`src/rtl/seq_cell_arc_sequencer.sv`:
```
// seq_cell_arc_sequencer: sweeps a set/reset flop through its reset, set, capture-1 and capture-0 arcs, counting output mismatches.
// Define SEQ_ARC_SET_CHECK_EN to include the SET/SET_CHK arc; without it the set arc is skipped and dut_s_o stays low.
module seq_cell_arc_sequencer #(
  parameter int SETTLE = 2,
  parameter int LOOPS = 4
) (
  input  logic       clk_i,
  input  logic       rn_i,
  input  logic       start_i,
  input  logic       dut_q_i,
  output logic       dut_d_o,
  output logic       dut_clk_en_o,
  output logic       dut_r_o,
  output logic       dut_s_o,
  output logic       busy_o,
  output logic       done_o,
  output logic       pass_o,
  output logic [7:0] err_cnt_o
);
  typedef enum logic [3:0] {
    IDLE, RST, RST_CHK,
`ifdef SEQ_ARC_SET_CHECK_EN
    SET, SET_CHK,
`endif
    CAP1, CAP1_CHK, CAP0, CAP0_CHK, DONE
  } state_t;
  state_t state_q, state_d;
  logic [3:0] cnt_q, cnt_d;
  logic [7:0] loop_q, loop_d, err_q, err_d;
  logic pass_q, pass_d, last, chk, exp_v;
  assign last = cnt_q == 4'(SETTLE - 1);
  always_comb begin
    state_d = state_q;
    loop_d = loop_q;
    pass_d = pass_q;
    chk = 1'b0;
    exp_v = 1'b0;
    cnt_d = (state_q == IDLE || state_q == DONE || last) ? '0 : cnt_q + 4'd1;
    case (state_q)
      IDLE: if (start_i) begin
        state_d = RST;
        loop_d = '0;
        pass_d = 1'b0;
      end
      RST: if (last) state_d = RST_CHK;
`ifdef SEQ_ARC_SET_CHECK_EN
      RST_CHK: begin
        chk = last;
        if (last) state_d = SET;
      end
      SET: if (last) state_d = SET_CHK;
      SET_CHK: begin
        chk = last;
        exp_v = 1'b1;
        if (last) state_d = CAP1;
      end
`else
      RST_CHK: begin
        chk = last;
        if (last) state_d = CAP1;
      end
`endif
      CAP1: if (last) state_d = CAP1_CHK;
      CAP1_CHK: begin
        chk = last;
        exp_v = 1'b1;
        if (last) state_d = CAP0;
      end
      CAP0: if (last) state_d = CAP0_CHK;
      CAP0_CHK: begin
        chk = last;
        if (last) begin
          loop_d = loop_q < 8'(LOOPS - 1) ? loop_q + 8'd1 : loop_q;
          state_d = loop_q < 8'(LOOPS - 1) ? RST : DONE;
        end
      end
      DONE: state_d = IDLE;
      default: state_d = IDLE;
    endcase
    // X/Z on the cell output must count as a mismatch, hence the case inequality
    err_d = (state_q == IDLE && start_i) ? 8'd0 :
            (chk && (dut_q_i !== exp_v) && err_q != 8'hFF) ? err_q + 8'd1 : err_q;
    if (state_d == DONE && state_q != DONE) pass_d = err_d == 8'd0;
  end
  always_ff @(posedge clk_i) begin
    if (!rn_i) begin
      state_q <= IDLE;
      cnt_q <= '0;
      loop_q <= '0;
      err_q <= '0;
      pass_q <= 1'b0;
    end else begin
      state_q <= state_d;
      cnt_q <= cnt_d;
      loop_q <= loop_d;
      err_q <= err_d;
      pass_q <= pass_d;
    end
  end
  assign dut_r_o = state_q == RST || state_q == RST_CHK;
`ifdef SEQ_ARC_SET_CHECK_EN
  assign dut_s_o = state_q == SET || state_q == SET_CHK;
`else
  assign dut_s_o = 1'b0;
`endif
  assign dut_d_o = state_q == CAP1 || state_q == CAP1_CHK;
  assign dut_clk_en_o = last && (state_q == CAP1 || state_q == CAP0);
  assign busy_o = state_q != IDLE;
  assign done_o = state_q == DONE;
  assign pass_o = pass_q;
  assign err_cnt_o = err_q;
endmodule

```
`config.mk`:
```
export PLATFORM = sky130hd
export DESIGN_NAME = seq_cell_arc_sequencer
export DESIGN_NICKNAME = d
export VERILOG_FILES = /design/src/rtl/seq_cell_arc_sequencer.sv
export SDC_FILE = /design/constraint.sdc
export NUM_CORES = 1
export LEC_CHECK = 0
export CAP_MARGIN = 20
export CORE_UTILIZATION = 48
export DETAILED_ROUTE_END_ITERATION = 8
export HOLD_SLACK_MARGIN = 0.06
export PLACE_DENSITY_LB_ADDON = 0.3
export SLEW_MARGIN = 5
export SYNTH_ARGS = -nofsm -noshare
export SYNTH_HDL_FRONTEND = slang
export SYNTH_SLANG_ARGS = --single-unit
```
`constraint.sdc`:
```
create_clock -name clk_i -period 2.2 [get_ports clk_i]
set_input_delay 0.66 -clock clk_i [delete_from_list [all_inputs] [get_ports clk_i]]
set_output_delay 0.66 -clock clk_i [all_outputs]
set_load 0.01 [all_outputs]
```
After elaboration in Yosys (flattened, before gate mapping). Cells that the tools add are included. Widths: inputs -> output; s select.

Add/sub/neg operators: 3. Order comparisons: 1. Equality and inequality tests: 15. Muxes and demuxes: 20. Bitwise operators: 1. Reductions and logical operators: 20.

Operators by type and width (number): $mux 8 (5); $mux 4 (7); $pmux 4 s7 (1); $eq 4x3->1 const B (5); $add 8x1->8 const B (2); $pmux 8 s2 (1); $eq 4x1->1 const B (2); $eq 4x2->1 const B (2); $logic_not 8->1 (1); $lt 8x2->1 const B (1); $ne 8x8->1 const B (1); $ne 2x2->1 const B (3); $reduce_bool 2->1 (3); $logic_and 1x1->1 (5); $logic_or 1x1->1 (5); $mux 1 (5); $add 4x1->4 const B (1); $logic_not 4->1 (1); $ne 4x3->1 const B (1); $reduce_and 4->1 (1); $reduce_bool 4->1 (1); $mux 3 (1); $reduce_or 3->1 (1); $reduce_and 2->1 (1); 3 further kinds (3).

Register bits after elaboration: 25. Output and inout bits: 15. Word-level logic and storage cells: 65.

Logic depth before layout (Yosys ltp).
Depth after elaboration: 9. Depth in mapped cells: 8.

Worst setup path after synthesis. Ideal clock, no wire load.

Kind: input to register. Start point: in dut_q_i. End point: reg pass_q, in the netlist pass_o. Setup time: 0.120 ns. Arrival: 2.216 ns. Required time: 2.080 ns. Slack: -0.136 ns. Stages: 6. Path buffers: 0. Path through: or3b_1 > a2111oi_4 > nor3b_2 > mux2_1 > o211ai_1 > o21ai_1.

Word-level cells in the longest chain between the ends: 7.

Ends and longest elaborated chain: from (decl) (RTL line 10) `input logic dut_q_i,`; $nex 1x1->1 (RTL line 82) `(chk && (dut_q_i !== exp_v) && err_q != 8'hFF) ? err_q + 8'd1 : err_q;`; $logic_and 1x1->1 (2 in a row) (RTL line 82); $mux 8 (RTL line 82); $mux 8 (RTL line 81) `err_d = (state_q == IDLE && start_i) ? 8'd0 :`; $logic_not 8->1 (RTL line 83) `if (state_d == DONE && state_q != DONE) pass_d = err_d == 8'd0;`; $mux 1 (RTL line 83); to (signal assigned) (RTL line 97) `pass_q <= pass_d;`; to (decl) (RTL line 30) `logic pass_q, pass_d, last, chk, exp_v;`.

Every way passes these cells. A chain may end at the register's enable or synchronous reset.

Worst setup path after layout.
Start point: reg cnt_q[1]. End point: out dut_clk_en_o.

Word-level cells in the longest chain between the ends: 2.

Ends and longest elaborated chain: from (decl) (RTL line 28) `logic [3:0] cnt_q, cnt_d;`; from (signal assigned) (RTL line 94) `cnt_q <= cnt_d;`; $eq 4x1->1 (RTL line 31) `assign last = cnt_q == 4'(SETTLE - 1);`; $logic_and 1x1->1 (RTL line 107) `assign dut_clk_en_o = last && (state_q == CAP1 || state_q == CAP0);`; to (decl) (RTL line 12) `output logic dut_clk_en_o,`.

Every way passes these cells.

==> results_dict.tcl <==
set metrics [dict create \
    hold_path.class "flip-flop to flip-flop" \
    cap_violations 0 \
    fmax_mhz 438.2 \
    drt-met1-wl_um 1376 \
    drtIter0Drc 33 \
    fin_crit_sh_pct 103.7 \
    die_w_um 55.01 \
    die_h_um 55.01 \
    clock_sinks 25 \
    fin_total_pwr_uw 761.4 \
    ir_drop_v 0.0003777 \
    layout-drive-gt1-share_pct 24.62 \
    grt_antenna_before_repair 0 \
    cts_hold_buf 0 \
    htreeDepth 1 \
    synthToLayoutAreaGrowth_pct 31.26 \
    yosysWarnings 0 \
    dr.pass1.iters 4 \
    placedCellCount 218 \
    wl_met3_um 113 \
    layout_min_cycle_time_ns 2.282 \
    path_clk_slew_ns 0.16 \
    num_io_pins 19 \
    num_vias 1237 \
    place_ws_ns -0.5395 \
    rows 18 \
    end_kind "output port" \
    final_nets 204 \
    seq_area_frac_synth_pct 37.11 \
    finalSetupViolCount 4 \
    die_area_um2 3026 \
    critPathRequiredTime_ns 1.54 \
    grt_pass1_wl_um 4629 \
    wl_per_cell_um 13.31 \
    fp.coreArea_um2 2567 \
    grt_overflow 0 \
    drc_errors 0 \
    cts_buffer_depth 2 \
    gr-usage-all-layers_pct 21.77 \
    avgSynthCellArea_um2 8.430 \
    synth_area_um2 1349 \
    p_per_area_nw_per_um2 430.1 \
    hold_viol 0 \
    synthArstFlopShare_pct 0 \
    skew_ns 0.02497 \
    slew_headroom_pct 66.25 \
    worst_pin_slew_ns 0.5051 \
    status "finished with violations" \
    crit_arrival_ns 1.62 \
    drt-total-wl_um 2994 \
    rsz0062_at_grt "true" \
    fin_ws_ns -0.08190 \
    ant_nets 0 \
    worst_setup_path_start_kind "flip-flop" \
    clock_latency_ns 0.33 \
    leakage_uw 0.0006561 \
    place_area_um2 1654 \
    worstPathMaxFanout 2 \
    hpwl_um 2191 \
    synth_cell_types 44 \
    start_util_pct 52.53 \
    grt_max_degree 15 \
    violations "negative setup slack" \
    grt_pass1_vias 1127 \
    gp_congestion 0.8465 \
    synthCells 160 \
    final_cell_area_um2 1770 \
    numPortBuffers 17 \
    tritoncts "yes" \
    synth_edf_count 0 \
    top_layer "met4" \
    insertedDiodeCount 0 \
    ys_ff_latch 25 \
    yosys_most_used_dff "dfxtp_1" \
    routed_via_density 5.498 \
    critPathKind "flip-flop to output port" \
    wl_met2_um 1484 \
    maxSlewViolCount 0 \
    cts-root-buf "clkbuf_4" \
    instances_no_fill 225 \
    numCtsBuffers 3 \
    fin_util_pct 68.96 \
]
[timing repair]
item / 4_1_cts / 5_1_grt
setup buffers: 2 / 1
endpoints found under the setup margin: 15 / 15
resized for setup: 26 / 7
pin swaps: 10 / 4
[cells in the mapped netlist (3+ instances only)]
cell type	n	share of area, %
nand2b_1	3	1.4
xnor2_1	7	4.5
nand3_1	7	2.6
mux2i_1	3	2.2
a21oi_1	5	1.9
inv_1	4	1.1
nor3_1	4	1.5
nand2_1	13	3.6
clkbuf_1	5	1.4
ha_1	4	3.7
o21a_1	4	2.2
o21ai_0	3	1.1
xor2_1	3	1.9
nand4_1	4	1.9
nor4_1	3	1.4
nor2_1	31	8.6
dfxtp_1	25	37
[registers in the layout (all words and copies together), names as in the netlist]
register	count
cnt_q	4
loop_q	8
err_cnt_o	8
state_q	4
pass_o	1
[metrics by stage]
stage                     hold WS, ns  setup TNS [ns]
final                          0.5105         -0.1426
after floorplan                0.4334         -0.1360
after global routing           0.5290          -1.051
after CTS                      0.5059         -0.3085
after detailed placement       0.4717          -3.843
after global placement         0.4495          -3.337
[layout by cell type (no fill, tap or decap), types with 3 or more instances in the layout]
cell / count
nor2_1: 28
dfxtp_1: 19
buf_4: 15
nand2_1: 13
clkdlybuf4s50_1: 12
xnor2_1: 7
nand3_1: 7
dfxtp_2: 5
a21oi_1: 4
nor3_1: 4
nand4_1: 4
o21a_1: 4
buf_6: 4
inv_1: 3
nand2b_1: 3
mux2i_1: 3
nor2_2: 3
xor2_1: 3
o21ai_0: 3
ha_1: 3
clkbuf_4: 3
dlygate4sd2_1: 3
[layer usage]
metal / vias up / global-route usage, %
li1: 625 / -
met1: 581 / 26.04
met2: 29 / 35.94
met3: 2 / 6.557
met4: 0 / 9.167
met5: - / 0
[final timing paths]
check | from | to | slack, ns | depth (start not counted)
min reg2reg | loop_q[7] | loop_q[7] | 0.51 | 1
max reg2reg | cnt_q[1] | loop_q[1] | -0.02 | 9
min | loop_q[7] | loop_q[7] | 0.51 | 1
max | cnt_q[1] | dut_clk_en_o | -0.08 | 5
[cells by family (layout without fill, tap and decap cells)]
family | Yosys count | after routing | synth area share, %
adder cells (fa/ha/maj) | 4 | 4 | 3.711
XOR/XNOR | 10 | 10 | 6.494
other | 1 | 2 | 0.2780
multiplexers | 5 | 5 | 3.896
buffers and inverters | 10 | 44 | 3.061
AO/OA/AOI/OAI | 23 | 23 | 13.54
flip-flops | 25 | 25 | 37.11
AND/OR/NAND/NOR | 82 | 82 | 31.91
[critical path: stages (launching register included)]
cell     delay [ns]
dfxtp_2        0.34
inv_2          0.06
ha_4           0.11
or3b_4         0.40
nor4_2         0.23
buf_2          0.18
[power breakdown]
group          leakage, uW  internal [uW]  switching, uW
Clock            0.0000177           68.1            143
Combinational     0.000434           43.1           44.3
Sequential        0.000205            457           5.61
[final cells by class]
cell class	instances	area [um^2]
Multi-Input combinational cell	126	860.8
Fill cell	210	797.0
Sequential cell	25	510.5
Timing Repair Buffer	36	319.1
Tap cell	30	37.54
Clock buffer	3	22.52
Inverter	4	15.01
Clock inverter	1	5.005
Power figures use the tool's default switching activity.
